**config.mk**
```make
export PLATFORM = sky130hd
export DESIGN_NAME = lcd_backlight_seq
export DESIGN_NICKNAME = d
export VERILOG_FILES = /design/src/rtl/lcd_backlight_seq_pkg.sv /design/src/rtl/lcd_bl_tick_gen.sv /design/src/rtl/lcd_backlight_seq.sv
export SDC_FILE = /design/constraint.sdc
export NUM_CORES = 1
export LEC_CHECK = 0
export ABC_CLOCK_PERIOD_IN_PS = 6900
export BUFFER_PORTS_ARGS = -buffer_cell sky130_fd_sc_hd__buf_4
export CORE_AREA = 5 5 107 109
export CTS_BUF_LIST = sky130_fd_sc_hd__clkbuf_4
export DETAILED_ROUTE_END_ITERATION = 8
export DIE_AREA = 0 0 112 114
export HOLD_SLACK_MARGIN = 0.1
export PLACE_DENSITY = 0.75
export SLEW_MARGIN = 25
export SYNTH_ARGS = -nofsm -noshare
export SYNTH_HDL_FRONTEND = slang
export SYNTH_SLANG_ARGS = --single-unit
```
**constraint.sdc**
```tcl
create_clock -name I_clk -period 6.9 [get_ports I_clk]
set_input_delay 0 -clock I_clk [delete_from_list [all_inputs] [get_ports I_clk]]
set_output_delay 0 -clock I_clk [all_outputs]
set_load 0.005 [all_outputs]
```
**src/rtl/lcd_backlight_seq_pkg.sv**
```systemverilog
// Shared types and helpers for the backlight sequencer.
// State encoding and a saturating clamp used by the target and step logic.
package lcd_backlight_seq_pkg;

   typedef enum logic [1:0] {
      ST_OFF   = 2'd0,
      ST_DELAY = 2'd1,
      ST_RAMP  = 2'd2,
      ST_ON    = 2'd3
   } bl_state_t;

   function automatic int unsigned clamp_max(
      input int unsigned v,
      input int unsigned lim
   );
      return (v > lim) ? lim : v;
   endfunction

endpackage

```
**src/rtl/lcd_bl_tick_gen.sv**
```systemverilog
// PWM period counter and ramp-step divider.
// step_tick leads the step-tick period by one cycle so duty lands on it.
module lcd_bl_tick_gen #(
   parameter int PWM_PERIOD   = 4000,
   parameter int STEP_PERIODS = 4
) (
   input  logic I_clk,
   input  logic I_rst,
   output logic O_period_start,
   output logic step_tick
);

   localparam int CW = $clog2(PWM_PERIOD);
   localparam int SW = $clog2(STEP_PERIODS + 1);
   localparam logic [CW-1:0] P_LAST = CW'(PWM_PERIOD - 1);
   localparam logic [SW-1:0] S_LAST = SW'(STEP_PERIODS - 1);

   logic [CW-1:0] cnt_q;
   logic [SW-1:0] scnt_q;
   logic          ps_q;
   logic          wrap;

   assign wrap           = (cnt_q == P_LAST);
   assign step_tick      = wrap && (scnt_q == S_LAST);
   assign O_period_start = ps_q;

   always_ff @(posedge I_clk) begin
      if (I_rst) begin
         cnt_q  <= '0;
         scnt_q <= '0;
         ps_q   <= 1'b0;
      end else begin
         cnt_q <= wrap ? '0 : cnt_q + 1'b1;
         ps_q  <= wrap;
         if (wrap)
            scnt_q <= (scnt_q == S_LAST) ? '0 : scnt_q + 1'b1;
      end
   end

endmodule

```
**src/rtl/lcd_backlight_seq.sv**
```systemverilog
// Backlight power sequencer: init wait, power-on delay, duty ramp/fade.
// Loss of panel init cuts the backlight off immediately, without fading.
module lcd_backlight_seq
   import lcd_backlight_seq_pkg::*;
#(
   parameter int PWM_PERIOD   = 4000,
   parameter int DUTY_W       = 12,
   parameter int DEF_DUTY     = 1000,
   parameter int STEP_SIZE    = 40,
   parameter int STEP_PERIODS = 4,
   parameter int ON_DELAY_CYC = 10000000
) (
   input  logic              I_clk,
   input  logic              I_rst,
   input  logic              I_init_done,
   input  logic              I_bl_en,
   input  logic              I_req_valid,
   input  logic [DUTY_W-1:0] I_req_duty,
   output logic              O_req_ready,
   output logic              O_pwmbl_on_sw,
   output logic [DUTY_W-1:0] O_duty,
   output logic              O_period_start
);

   localparam int DLW = $clog2(ON_DELAY_CYC + 1);
   localparam logic [DLW-1:0] DLY_LAST = DLW'(ON_DELAY_CYC - 1);

   bl_state_t         state_q, state_d;
   logic [DUTY_W-1:0] duty_q, duty_d;
   logic [DUTY_W-1:0] target_q, target_d;
   logic [DLW-1:0]    dly_q, dly_d;
   logic              on_q, on_d;

   logic              step_tick;
   logic              go;
   logic              accept;
   logic [DUTY_W-1:0] req_clamped;
   logic [DUTY_W-1:0] ramp_tgt;
   logic              up;
   logic [DUTY_W:0]   mag;
   logic [DUTY_W-1:0] step;
   logic [DUTY_W-1:0] stepped;

   lcd_bl_tick_gen #(
      .PWM_PERIOD   (PWM_PERIOD),
      .STEP_PERIODS (STEP_PERIODS)
   ) u_tick (
      .I_clk          (I_clk),
      .I_rst          (I_rst),
      .O_period_start (O_period_start),
      .step_tick      (step_tick)
   );

   assign go          = I_bl_en & I_init_done;
   assign O_req_ready = (state_q != ST_RAMP);
   assign accept      = I_req_valid & O_req_ready;
   assign req_clamped =
      DUTY_W'(clamp_max(32'(I_req_duty), PWM_PERIOD));

   // Extra bit keeps the distance unsigned and wrap-free in both directions
   assign ramp_tgt = go ? target_q : '0;
   assign up       = (ramp_tgt > duty_q);
   assign mag      = up ? ({1'b0, ramp_tgt} - {1'b0, duty_q})
                        : ({1'b0, duty_q} - {1'b0, ramp_tgt});
   assign step     = DUTY_W'(clamp_max(32'(mag), STEP_SIZE));
   assign stepped  = up ? duty_q + step : duty_q - step;

   always_comb begin
      state_d  = state_q;
      duty_d   = duty_q;
      on_d     = on_q;
      dly_d    = dly_q;
      target_d = target_q;
      if (accept)
         target_d = req_clamped;
      unique case (state_q)
         ST_OFF: begin
            duty_d = '0;
            on_d   = 1'b0;
            dly_d  = '0;
            if (go)
               state_d = ST_DELAY;
         end
         ST_DELAY: begin
            if (!go) begin
               state_d = ST_OFF;
            end else if (dly_q == DLY_LAST) begin
               state_d = ST_RAMP;
               on_d    = 1'b1;
            end else begin
               dly_d = dly_q + 1'b1;
            end
         end
         ST_RAMP: begin
            if (step_tick)
               duty_d = stepped;
            if (duty_d == ramp_tgt) begin
               if (ramp_tgt != '0) begin
                  state_d = ST_ON;
               end else begin
                  state_d = ST_OFF;
                  on_d    = 1'b0;
               end
            end
         end
         ST_ON: begin
            if (!I_bl_en)
               state_d = ST_RAMP;
            else if (accept && (req_clamped != duty_q))
               state_d = ST_RAMP;
         end
      endcase
      if ((state_q != ST_OFF) && !I_init_done) begin
         state_d = ST_OFF;
         duty_d  = '0;
         on_d    = 1'b0;
      end
   end

   always_ff @(posedge I_clk) begin
      if (I_rst) begin
         state_q  <= ST_OFF;
         duty_q   <= '0;
         on_q     <= 1'b0;
         dly_q    <= '0;
         target_q <= DUTY_W'(DEF_DUTY);
      end else begin
         state_q  <= state_d;
         duty_q   <= duty_d;
         on_q     <= on_d;
         dly_q    <= dly_d;
         target_q <= target_d;
      end
   end

   assign O_duty        = duty_q;
   assign O_pwmbl_on_sw = on_q;

endmodule

```
After elaboration in Yosys (flattened, before gate mapping)
Cells that the tools add are included.
{"block": "word_totals", "regBits": 67, "latch_bits": 0, "mem_bits_rw": 0, "romBits": 0, "in_bits": 17, "out_inout_bits": 15, "wordCells": 77, "mem_count": 0}
{"block": "op_classes", "n_addsub": 7, "multipliers": 0, "div": 0, "magnitude_cmp": 3, "eq_ne": 17, "n_shift": 0, "n_mux": 25, "bitwise_logic": 2, "n_reduce_logical": 15}
{"cell": "12-bit two-way mux", "n": 6}
{"cell": "24-bit two-way mux", "n": 2}
{"cell": "24-bit one-hot mux with 2 select lines", "n": 1}
{"cell": "12-bit by 12-bit subtractor with 13-bit output", "n": 2}
{"cell": "24-bit by 1-bit adder with 24-bit output (second input constant)", "n": 1}
{"cell": "24-bit == test (second input constant)", "n": 1}
{"cell": "12-bit one-hot mux with 2 select lines", "n": 1}
{"cell": "2-bit two-way mux", "n": 7}
{"cell": "2-bit != test (second input constant)", "n": 7}
{"cell": "13-bit by 6-bit greater-than comparator with 1-bit output (second input constant)", "n": 1}
{"cell": "13-bit two-way mux", "n": 1}
{"cell": "12-bit by 1-bit adder with 12-bit output (second input constant)", "n": 1}
{"cell": "12-bit adder", "n": 1}
{"cell": "12-bit == test", "n": 1}
{"cell": "12-bit == test (second input constant)", "n": 1}
{"cell": "12-bit greater-than comparator", "n": 1}
{"cell": "12-bit greater-than comparator (second input constant)", "n": 1}
{"cell": "12-bit != test", "n": 1}
{"cell": "12-bit nonzero test", "n": 1}
{"cell": "12-bit subtractor", "n": 1}
{"cell": "2-bit one-hot mux with 4 select lines", "n": 1}
{"cell": "3-bit != test (second input constant)", "n": 2}
{"cell": "2-bit nonzero test", "n": 3}
{"cell": "5-bit AND reduction", "n": 1}
{"cell": "other kinds (15)", "n": 23}

Logic depth before layout (Yosys ltp)
{"block": "depth", "word_depth": 13, "mapped_depth": 34, "ltp_nobuf": 32}

By module
Synthesis repeated with hierarchy kept, for this count alone.
{"block": "unflattened", "cells_unflattened": 742, "area_unflattened_um2": 5730.5}
{"mod": "lcd_backlight_seq", "n_inst": 1, "cells_per_inst": 667, "area_per_inst_um2": 5039.8, "seq_area_each_um2": 1021.0}
{"mod": "lcd_bl_tick_gen", "n_inst": 1, "cells_per_inst": 75, "area_per_inst_um2": 690.7, "seq_area_each_um2": 320.3}

Worst setup path before layout
Ideal clock, no wire load.
{"block": "synth_path", "kind": "input -> register", "startpoint": "in I_bl_en", "endpoint": "reg on_q, in the netlist O_pwmbl_on_sw", "setup_ps": 86, "arrival_ps": 6443, "required_time_ps": 6814, "setup_slack_ps": 371, "stages": 33, "n_path_buf": 3, "cell_sequence": "and2_1 clkbuf_1 buf_1 nand2_1 ha_1 buf_2 nand4_4 nor4b_2 nor2_1 a211o_1 a21o_1 a2111oi_0 and4b_1 nand3b_1 nand2b_1 or2_2 ha_1 nand2_1 o31ai_1 inv_1 ha_1 nor2b_1 o21ai_0 a21boi_0 o21ai_0 a211oi_1 nor3_1 o21bai_1 a21o_1 and3_4 o2111a_1 or2_1 a221oi_2"}
{"block": "synth_between", "elab_chain_cells": 13, "word_cells_on_any_way": 19, "cone_classes": "add/sub: 4; order compare: 2; eq/ne: 4; mux: 6; bitwise: 1; reduce/logical: 2"}
{"element": "start, declared", "line_no": "lcd_backlight_seq.sv:16", "source": "input logic I_bl_en,"}
{"element": "1-bit bitwise AND (*)", "line_no": "lcd_backlight_seq.sv:54", "source": "assign go = I_bl_en & I_init_done;"}
{"element": "12-bit two-way mux", "line_no": "lcd_backlight_seq.sv:61", "source": "assign ramp_tgt = go ? target_q : '0;"}
{"element": "12-bit by 12-bit subtractor with 13-bit output, or another cell as far along", "line_no": "lcd_backlight_seq.sv:64", "source": ": ({1'b0, duty_q} - {1'b0, ramp_tgt});"}
{"element": "13-bit two-way mux", "line_no": "lcd_backlight_seq.sv:63", "source": "assign mag = up ? ({1'b0, ramp_tgt} - {1'b0, duty_q})"}
{"element": "13-bit by 6-bit greater-than comparator with 1-bit output", "line_no": "lcd_backlight_seq_pkg.sv:16", "source": "return (v > lim) ? lim : v;"}
{"element": "12-bit two-way mux", "line_no": "lcd_backlight_seq_pkg.sv:16"}
{"element": "12-bit subtractor or 12-bit adder (tied branches)", "line_no": "lcd_backlight_seq.sv:66", "source": "assign stepped = up ? duty_q + step : duty_q - step;"}
{"element": "12-bit two-way mux", "line_no": "lcd_backlight_seq.sv:66"}
{"element": "12-bit two-way mux", "line_no": "lcd_backlight_seq.sv:95", "source": "if (step_tick)"}
{"element": "12-bit two-way mux", "line_no": "lcd_backlight_seq.sv:76", "source": "unique case (state_q)"}
{"element": "12-bit == test", "line_no": "lcd_backlight_seq.sv:97", "source": "if (duty_d == ramp_tgt) begin"}
{"element": "2-bit != test (no line)"}
{"element": "5-bit AND reduction (no line) (*)"}
{"element": "end signal, assigned", "line_no": "lcd_backlight_seq.sv:130", "source": "on_q <= on_d;"}
{"element": "end, declared", "line_no": "lcd_backlight_seq.sv:32", "source": "logic on_q, on_d;"}
Mark *: on every way between the ends. The rest lies on a longest branch, timed or not. The select of a mux whose other input is x is not followed.
A chain may end at the register's enable or synchronous reset.

Final worst setup path
Same ends and word-level chain as after synthesis.

==> summary.txt <==
Clock tree
  • Worst-Skew Late Latency: 430 ps
  • CTS tree: yes
  • CTS Sinks: 67
  • H-tree levels: 3
  • CTS Buf Count: 9
  • Clock transition at path regs: 120 ps
  • Root Driver: clkbuf_4
  • CTS max path bufs: 2

Critical path
  • Largest stage delay, worst path: around 570 ps
  • Critical Path RT: ~7300 ps
  • R2r startpoint: target_q[3]
  • CP startpoint kind: input port
  • CP bufs+invs: 4
  • Worst setup EP type: flop
  • Worst-path fanout max: 17
  • Worst Path Arrival: ~6900 ps
  • R2R cell count: 30
  • Critical path's top delay family: compound AO/OA/AOI/OAI gates
  • Crit Path Class: input port to flop
  • R2r setup slk: ~390 ps
  • CP max-delay cell: and2_1
  • FF-to-FF End: O_pwmbl_on_sw

Global routing
  • Vias in the first global route: 5,792
  • Total Routing Usage GR: 27.9%
  • Largest net degree at the start of global routing: 26
  • Gr ovfl total: 0
  • First-pass GRT wire length: approximately 29,000 um
  • Antenna violations before repair: 1

Synthesis
  • Dominant synthesized flop cell: dfxtp_1
  • Largest family of logic cells by synthesized area: simple AND/OR/NAND/NOR gates
  • Synth Area in Compound Gates: about 23%
  • Proportion of synthesized area in mux cells: under 10%
  • Post-synthesis adder-cell area fraction: under 10%
  • Synthesized instance count: roughly 750
  • Area share of the largest cell type after synthesis: a little under a quarter
  • XOR/XNOR Fraction of Synth Area: roughly a tenth
  • Cell with the most instances after synthesis: nor2_1
  • Largest area contributor in the netlist: dfxtp_1
  • Synth unique cells: 75
  • Flops & latches, synth: between 60 and 70
  • Syn Nets: between 700 and 800
  • Number of synthesized flops with an enable pin: 0
  • Post-Synth Simple-Gate Area: roughly 29%
  • Mean Syn Cell Area: around 7.5 um^2
  • Syn Std Cell Area: 0.00560 mm^2
  • Synth warn: 0
  • Post-synth top cells: nor2_1, nand2_1, dfxtp_1
  • Post-synthesis sequential area ratio: a little under a quarter
  • Post-synth ARST share: 0%
  • Area contributors post-synth: dfxtp_1, ha_1, nor2_1

Place
  • PortBufs: 31
  • Placement Cell Area: 0.00628 mm^2
  • Final Wtd Congestion: around 1.0
  • HPWL Detailed: ~13,000 um
  • Dpl ws: -167 ps

STA
  • Worst Skew: roughly 10 ps
  • Worst Max-Slew Pin Slew: around 760 ps
  • Tmin final: between 6000 and 7000 ps
  • Max-slew violations: 0
  • Setup violators final: 0
  • Post-route setup slack: 383 ps
  • Fin Hold WS: 230 ps
  • Worst slew margin relative to its limit: 49.6%
  • F_max: between 150 and 200 MHz
  • Hold Vio Cnt, Final: 0
  • Period utilization: a little over nine tenths
  • Setup tns final: 0 ps

Layout
  • Multi-input logic area: between 0.004 and 0.005 mm^2
  • Nets: approximately 900
  • Area grow syn2layout: 22.9%
  • Layout cells sized above 1: between 15 and 20%
  • Register area: between 0.001 and 0.0015 mm^2
  • Number of fill cells in the layout: 901
  • Post-route cell area: around 0.007 mm^2

Flow run
  • Max-cap violations: 0

Detailed routing
  • DR vias/cell: ~6.2
  • Routed wire per std cell: between 15 and 20 um
  • Detailed Routing Iterations Pass 1: 5
  • DRT iter0 DRCs: around 570
  • Drt total wl: approximately 18,000 um
  • ANT nets after route: 0
  • Via count: 6,115
  • DRC violation count after routing: 0

Floorplanning
  • Chip Width: 112 um
  • I/O pin total: 32
  • DIE AREA: about 0.013 mm^2
  • Initial Util: a little over half
  • Row count: 38
  • Chip height: 114 um
  • Core box area: 0.0105 mm^2

Power and ir drop
  • Internal: 0.689 mW
  • Gate power share: approximately a third
  • Leakage: around 2.8 nW
  • Sequential share of power: roughly 39%
  • Maximum vdd drop: approximately 0.17 mV
  • Sw Share: 34.0%
  • Psw: around 0.36 mW
  • Power Dens Cells: between 150 and 200 mW/mm^2
  • Part of the power in the clock network: around 29%

Min path
  • Hold path start: I_req_valid
  • Hold WC Path Type: input port to flop
  • WHS Endpoint: target_q[6]
  • Hold Path Depth: 4

Outcome
  • Status: completed
-- per-stage QoR --
stage	utilization [%]	std cells	total power, mW
after global routing	65.5	991	1.10
after global placement	59.8	943	0.702
final	65.5	991	1.04
after detailed placement	59.8	943	0.707
after CTS	64.1	987	1.03
after floorplan	-	745	0.615
-- registers in the layout, summed over array words and instances, names as in the netlist --
register	flops
u_tick.O_period_start	1
u_tick.cnt_q	12
state_q	2
dly_q	24
target_q	12
O_pwmbl_on_sw	1
u_tick.scnt_q	3
O_duty	12
-- area by class of cell --
class                   instances  area share (%)
multi-input cells             619            60.1
flip-flops and latches         67            19.6
inverters                      34            1.85
diodes                          1          0.0364
well taps                     140            2.55
clock buffers                   9           0.982
clock inverters                 7            1.47
repair buffers                114            13.5
-- worst register-to-register path: cells and delay by family (launching register included) --
family          cells  cell delay [ps]
buf+inv             2              240
flops               1              390
simple gates       10             1830
xor+xnor            1              280
fa+ha+maj           3              960
compound gates     14             2730
-- worst max-delay path by stage --
stage                      from            end  slack [ps]  depth (start not counted)
global route            I_bl_en  O_pwmbl_on_sw         -70                         33
CTS                 target_q[0]  O_pwmbl_on_sw          60                         31
floorplan               I_bl_en  O_pwmbl_on_sw         370                         33
detailed placement      I_bl_en  O_pwmbl_on_sw        -170                         34
global placement        I_bl_en  O_pwmbl_on_sw         -50                         32
finish                  I_bl_en  O_pwmbl_on_sw         380                         33
-- kinds of logic (layout without fill, tap and decap cells) --
kind of cell / count (synthesis) / in the layout
buffers and inverters: 59 / 164
muxes: 10 / 10
AOI/OAI and AO/OA: 188 / 188
xor gates and xnor gates: 61 / 61
and+or+nand+nor: 323 / 323
DFF: 67 / 67
adders and majority gates: 37 / 37
other: 0 / 1
-- metal layers --
layer  global-route usage, %  share of wire, %  routed length [um]
met1                    37.4                43                7690
met2                    44.2                45                7950
met3                    5.89               8.5                1510
met4                    11.1               3.5                 629
met5                       0                 0                   0
-- power groups by stage --
stage / clock network (mW) / logic [mW] / registers, mW
2_1_floorplan: 0 / 0.208 / 0.406
3_3_place_gp: 0 / 0.292 / 0.410
3_5_place_dp: 0 / 0.296 / 0.410
4_1_cts: 0.314 / 0.311 / 0.402
5_1_grt: 0.329 / 0.367 / 0.403
6_report: 0.304 / 0.338 / 0.403
-- timing repair --
action,in CTS,in global routing
endpoints found under the hold margin,23,0
setup buffers,0,3
hold buffers,28,0
endpoints found under the setup margin,0,4
resized for setup,0,35
-- cell usage in the layout (no fill, tap or decap), types with 31 or more instances in the layout --
cell,count
nand2_1,80
buf_4,86
dfxtp_1,63
inv_1,33
o21ai_0,31
xnor2_1,33
nor2_1,99
a21oi_1,47
ha_1,33
No activity file was read; power rests on OpenSTA's default activity.
